**src/rtl/synth_pkg.sv**
```systemverilog
// Shared constants for the FM envelope path: default channel geometry and the
// sequencer state encoding.
package synth_pkg;

  localparam int DEF_NUM_CHAN = 16;
  localparam int DEF_CHAN_W   = 4;
  localparam int DEF_CNT_W    = 8;

  localparam logic [1:0] ST_IDLE  = 2'd0;
  localparam logic [1:0] ST_SWEEP = 2'd1;
  localparam logic [1:0] ST_DONE  = 2'd2;

  typedef enum logic [1:0] {
    IDLE  = ST_IDLE,
    SWEEP = ST_SWEEP,
    DONE  = ST_DONE
  } seq_state_t;

endpackage

```
**src/rtl/chan_onehot_decode.sv**
```systemverilog
// Binary channel index to one-hot select, gated by i_en; combinational, no backpressure.
// Indices >= NUM_CHAN decode to all-zero.
module chan_onehot_decode
  import synth_pkg::*;
#(
  parameter int CHAN_W   = DEF_CHAN_W,
  parameter int NUM_CHAN = DEF_NUM_CHAN
) (
  input  logic                i_en,
  input  logic [CHAN_W-1:0]   i_idx,
  output logic [NUM_CHAN-1:0] o_onehot
);

  always_comb begin
    o_onehot = '0;
    for (int i = 0; i < NUM_CHAN; i++) begin
      o_onehot[i] = i_en && (i_idx == CHAN_W'(i));
    end
  end

endmodule

```
**src/rtl/mod_chan_sequencer.sv**
```systemverilog
// Per-sample channel sweep (first strobe 1 cycle after tick, NUM_CHAN+1 busy cycles) plus note gates;
// events are held off (evt_ready low) while busy. OVERRUN_CNT_EN enables the dropped-tick counter.
module mod_chan_sequencer
  import synth_pkg::*;
#(
  parameter int NUM_CHAN = DEF_NUM_CHAN,
  parameter int CHAN_W   = DEF_CHAN_W,
  parameter int CNT_W    = DEF_CNT_W
) (
  input  logic                clk,
  input  logic                rst,
  input  logic                sample_tick,
  input  logic                evt_valid,
  output logic                evt_ready,
  input  logic                evt_on,
  input  logic [CHAN_W-1:0]   evt_chan,
  output logic [NUM_CHAN-1:0] curr_note,
  output logic [NUM_CHAN-1:0] acc_en,
  output logic [NUM_CHAN-1:0] note_enable,
  output logic [CHAN_W-1:0]   chan_idx,
  output logic                sweep_busy,
  output logic                sweep_done,
  output logic [CNT_W-1:0]    overrun_cnt
);

  localparam logic [CHAN_W-1:0] LAST_IDX = CHAN_W'(NUM_CHAN - 1);

  seq_state_t            r_state, w_state_nxt;
  logic [CHAN_W-1:0]     r_chan_idx, w_chan_idx_nxt;
  logic [NUM_CHAN-1:0]   r_note_enable;
  logic [NUM_CHAN-1:0]   w_chan_sel;
  logic                  w_sel_en;
  logic                  w_evt_fire;

  always_ff @(posedge clk or posedge rst) begin
    if (rst) begin
      r_state    <= IDLE;
      r_chan_idx <= '0;
    end else begin
      r_state    <= w_state_nxt;
      r_chan_idx <= w_chan_idx_nxt;
    end
  end

  always_comb begin
    w_state_nxt    = r_state;
    w_chan_idx_nxt = r_chan_idx;
    w_sel_en       = 1'b0;
    evt_ready      = 1'b0;
    sweep_busy     = 1'b0;
    sweep_done     = 1'b0;
    case (r_state)
      IDLE: begin
        evt_ready      = ~rst;
        w_chan_idx_nxt = '0;
        if (sample_tick) w_state_nxt = SWEEP;
      end
      SWEEP: begin
        w_sel_en   = 1'b1;
        sweep_busy = 1'b1;
        // Wrap at the last real channel so a non-power-of-two count never overshoots.
        if (r_chan_idx == LAST_IDX) begin
          w_state_nxt    = DONE;
          w_chan_idx_nxt = '0;
        end else begin
          w_chan_idx_nxt = r_chan_idx + CHAN_W'(1);
        end
      end
      DONE: begin
        sweep_busy  = 1'b1;
        sweep_done  = 1'b1;
        w_state_nxt = IDLE;
      end
      default: w_state_nxt = IDLE;
    endcase
  end

  assign w_evt_fire = evt_valid & evt_ready;

  // Out-of-range channels match no bit, so such events are accepted and dropped.
  always_ff @(posedge clk or posedge rst) begin
    if (rst) begin
      r_note_enable <= '0;
    end else if (w_evt_fire) begin
      for (int i = 0; i < NUM_CHAN; i++) begin
        if (evt_chan == CHAN_W'(i)) r_note_enable[i] <= evt_on;
      end
    end
  end

  chan_onehot_decode #(
    .CHAN_W   (CHAN_W),
    .NUM_CHAN (NUM_CHAN)
  ) u_dec (
    .i_en     (w_sel_en),
    .i_idx    (r_chan_idx),
    .o_onehot (w_chan_sel)
  );

  assign curr_note   = w_chan_sel;
  assign acc_en      = w_chan_sel;
  assign note_enable = r_note_enable;
  assign chan_idx    = r_chan_idx;

`ifdef OVERRUN_CNT_EN
  logic [CNT_W-1:0] r_overrun_cnt;
  logic             w_tick_drop;

  assign w_tick_drop = sample_tick & (r_state != IDLE);

  always_ff @(posedge clk or posedge rst) begin
    if (rst) begin
      r_overrun_cnt <= '0;
    end else if (w_tick_drop && (r_overrun_cnt != {CNT_W{1'b1}})) begin
      r_overrun_cnt <= r_overrun_cnt + CNT_W'(1);
    end
  end

  assign overrun_cnt = r_overrun_cnt;
`else
  assign overrun_cnt = '0;
`endif

endmodule
```
**config.mk**
```make
export PLATFORM = sky130hd
export DESIGN_NAME = mod_chan_sequencer
export DESIGN_NICKNAME = d
export VERILOG_FILES = /design/src/rtl/synth_pkg.sv /design/src/rtl/chan_onehot_decode.sv /design/src/rtl/mod_chan_sequencer.sv
export SDC_FILE = /design/constraint.sdc
export NUM_CORES = 1
export LEC_CHECK = 0
export CAP_MARGIN = 10
export CORE_MARGIN = 2
export CORE_UTILIZATION = 30
export DETAILED_ROUTE_END_ITERATION = 12
export GPL_TIMING_DRIVEN = 0
export PLACE_DENSITY = 0.63
export SYNTH_ARGS = -nofsm -noshare
export SYNTH_HDL_FRONTEND = slang
export SYNTH_SLANG_ARGS = --single-unit
```
**constraint.sdc**
```tcl
create_clock -name clk -period 1.72 [get_ports clk]
set_input_delay 0.344 -clock clk [delete_from_list [all_inputs] [get_ports clk]]
set_output_delay 0.344 -clock clk [all_outputs]
set_load 0.01 [all_outputs]
```
==> run summary <==
Status - complete, but fails checks
Failing checks - negative setup slack
Dpl ws - -0.650 ns
Tightest Pin Transition - 0.851 ns
Initial antenna violation count - 0
DR vias - 1,372
Endpoints failing setup - 40
Initial Util - 31.2%
Crit Path Max Fanout - 5
Vias per cell - 4.43
H-tree depth - 1
TritonRoute pass-1 iters - 4
Grt total ovfl - 0
Max-slew violation count - 0
CP Class - flip-flop to output pin
WP data required - 1.38 ns
ANT nets after route - 0
PwrDens - 1170 nW/µm²
Max Freq - 506 MHz
Layout cells sized above 1 - 61.3%
Yosys top cell by area - dfrtp_1
Clk sinks - 22
HP Class - input port to flip-flop
Area grow syn2layout - 86.2%
Crit. End Element - output pin
Async SR Flop Fraction - 100%
#FFs+latches synth - 22
Arr. time, crit path - 1.63 ns
Cell area after synthesis - 1490 µm²
Leakage - 1.31 nW
EDFF count, synth - 0
Total number of yosys warnings - 0
Die W - 74.4 µm
Slew headroom - 43.2%
Overall Global Routing Usage - 13.6%
Buffers on Ports - 60
# IOs - 72
Ant. Diodes - 0
Finished Cell Area - 2770 µm²
Post-layout net count - 261
Crit path time final - 1.97 ns
Largest net degree at the start of global routing - 23
Routed WL - 3930 µm
Worst hold slack - 0.507 ns
Clock-pin slew on the worst setup and hold paths - 0.08 ns
Register area share after synthesis - 37.1%
RD Place Congestion - 0.774
Final setup margin - -0.255 ns
Max-cap violations - 0
CTS root buf - clkbuf_8
Dpl cell area - 2200 µm²
Number of DRC markers in iteration 0 - 55
Row count - 25
Gate Count Post-Synth - 152
Full die area - 5530 µm²
Clk_lat worst skew - 0.27 ns
Period utilization - 115%
Bufs on Longest Clock Path - 2
Residual DRC - 0
Total core area - 4750 µm²
Setup TNS - -5.10 ns
RSZ-0062 raised after global routing - true
Worst vdd ir - 0.709 mV
Synth area leaders - dfrtp_1, buf_4, mux2_2, and2_1, ha_1
Fin. Hold Viols - 0
FF-to-FF setup slack - -0.15 ns
Avg Synthesized Cell Area - 9.77 µm²
Clk_skew - 0.00145 ns
Dpl hpwl - 2570 µm
Count leader, synth - buf_4
Top cells by count, synth - buf_4, dfrtp_1, and2_1
Crit path launch type - flip-flop
Most used DFF post-synth - dfrtp_1
Die Y - 74.4 µm
Avg WL per Cell - 12.7 µm
Vias in the first global route - 1,275
Post-synth top area share - 37.1%
Number of library cell types mapped by synthesis - 33
CTS buffer count - 3
Layout fillers - 415
CTS tree - done
First-pass GRT wire length - 5860 µm
[path summary, 6_finish.rpt]
kind,cells after the start,end,start
max in group asynchronous,2,chan_idx[3],rst
worst max-delay path,9,curr_note[9],r_state[1]
worst max register to register,8,note_enable[8],r_state[0]
worst min-delay path,3,note_enable[15],evt_chan[1]
worst min register to register,1,note_enable[13],note_enable[13]
min in group asynchronous,2,note_enable[14],rst
[flip-flops by register name, indices dropped and copies added (netlist names)]
register and flops:
note_enable 16, r_state 2, chan_idx 4
[worst max-delay path, stage by stage, from the launching register on]
cell	delay, ns
dfrtp_1	0.39
inv_2	0.10
ha_4	0.17
buf_8	0.11
nand2_4	0.05
nor2_4	0.12
buf_6	0.11
and2_4	0.14
buf_6	0.08
buf_6	0.08
[cell families (layout without fill, tap and decap cells)]
kind of cell	Yosys count	after routing	synth area share [%]
AND/OR/NAND/NOR	58	58	23.2
buffers and inverters	36	120	15.6
flip-flops	22	22	37.1
multiplexers	17	17	12.9
AO/OA/AOI/OAI	9	9	3.71
adder cells (fa/ha/maj)	8	8	6.74
other	1	8	0.252
XOR/XNOR	1	1	0.590
[area by class of cell]
type                    count  area [µm²]  share of cell area [%]
plain buffers              31         287                    10.4
flip-flops and latches     22         553                    20.0
clock buffers               4        55.1                    1.99
multi-input cells         101         978                    35.4
well taps                  67        83.8                    3.03
inverters                   5        21.3                   0.769
repair buffers             80         787                    28.5
[stage by stage]
stage	util (%)	total power [W]	cells
4_1_cts	54.6	0.00303	303
3_3_place_gp	46.3	0.00218	286
2_1_floorplan	-	0.00152	159
6_report	58.2	0.00323	310
3_5_place_dp	46.3	0.00219	286
5_1_grt	58.2	0.00345	310
[per-layer routing]
layer / vias up / track usage, % / routed length [µm]
met2: 46 / 24.1 / 2000
met4: 0 / 2.38 / 25
li1: 667 / - / -
met1: 655 / 16.8 / 1650
met5: - / 0 / 0
met3: 4 / 3.79 / 247
[power breakdown]
part           leakage, nW  internal, W  switching [W]
Clock               0.0288     0.000204       0.000177
Sequential           0.287     0.000674       0.000125
Combinational        0.997      0.00123       0.000818
Total                 1.31      0.00211        0.00112
[what timing repair did]
item,CTS,global route
hold buffers,0,0
resized for setup,222,37
endpoints found under the setup margin,45,40
pin swaps,4,7
buffers inserted,13,7
[cells in the final DEF, fill, tap and decap left out, types with 3 or more instances in the layout]
cell	instances
and2_4	16
buf_2	7
buf_4	23
buf_6	53
clkbuf_8	4
clkdlybuf4s50_1	24
conb_1	8
dfrtp_1	20
ha_1	4
inv_1	3
mux2_2	7
mux2_4	9
nand2_1	5
nand2b_1	3
nand3_1	8
nor3_4	4
o21ai_0	4
Note: power is estimated with default switching activity, not from simulation.
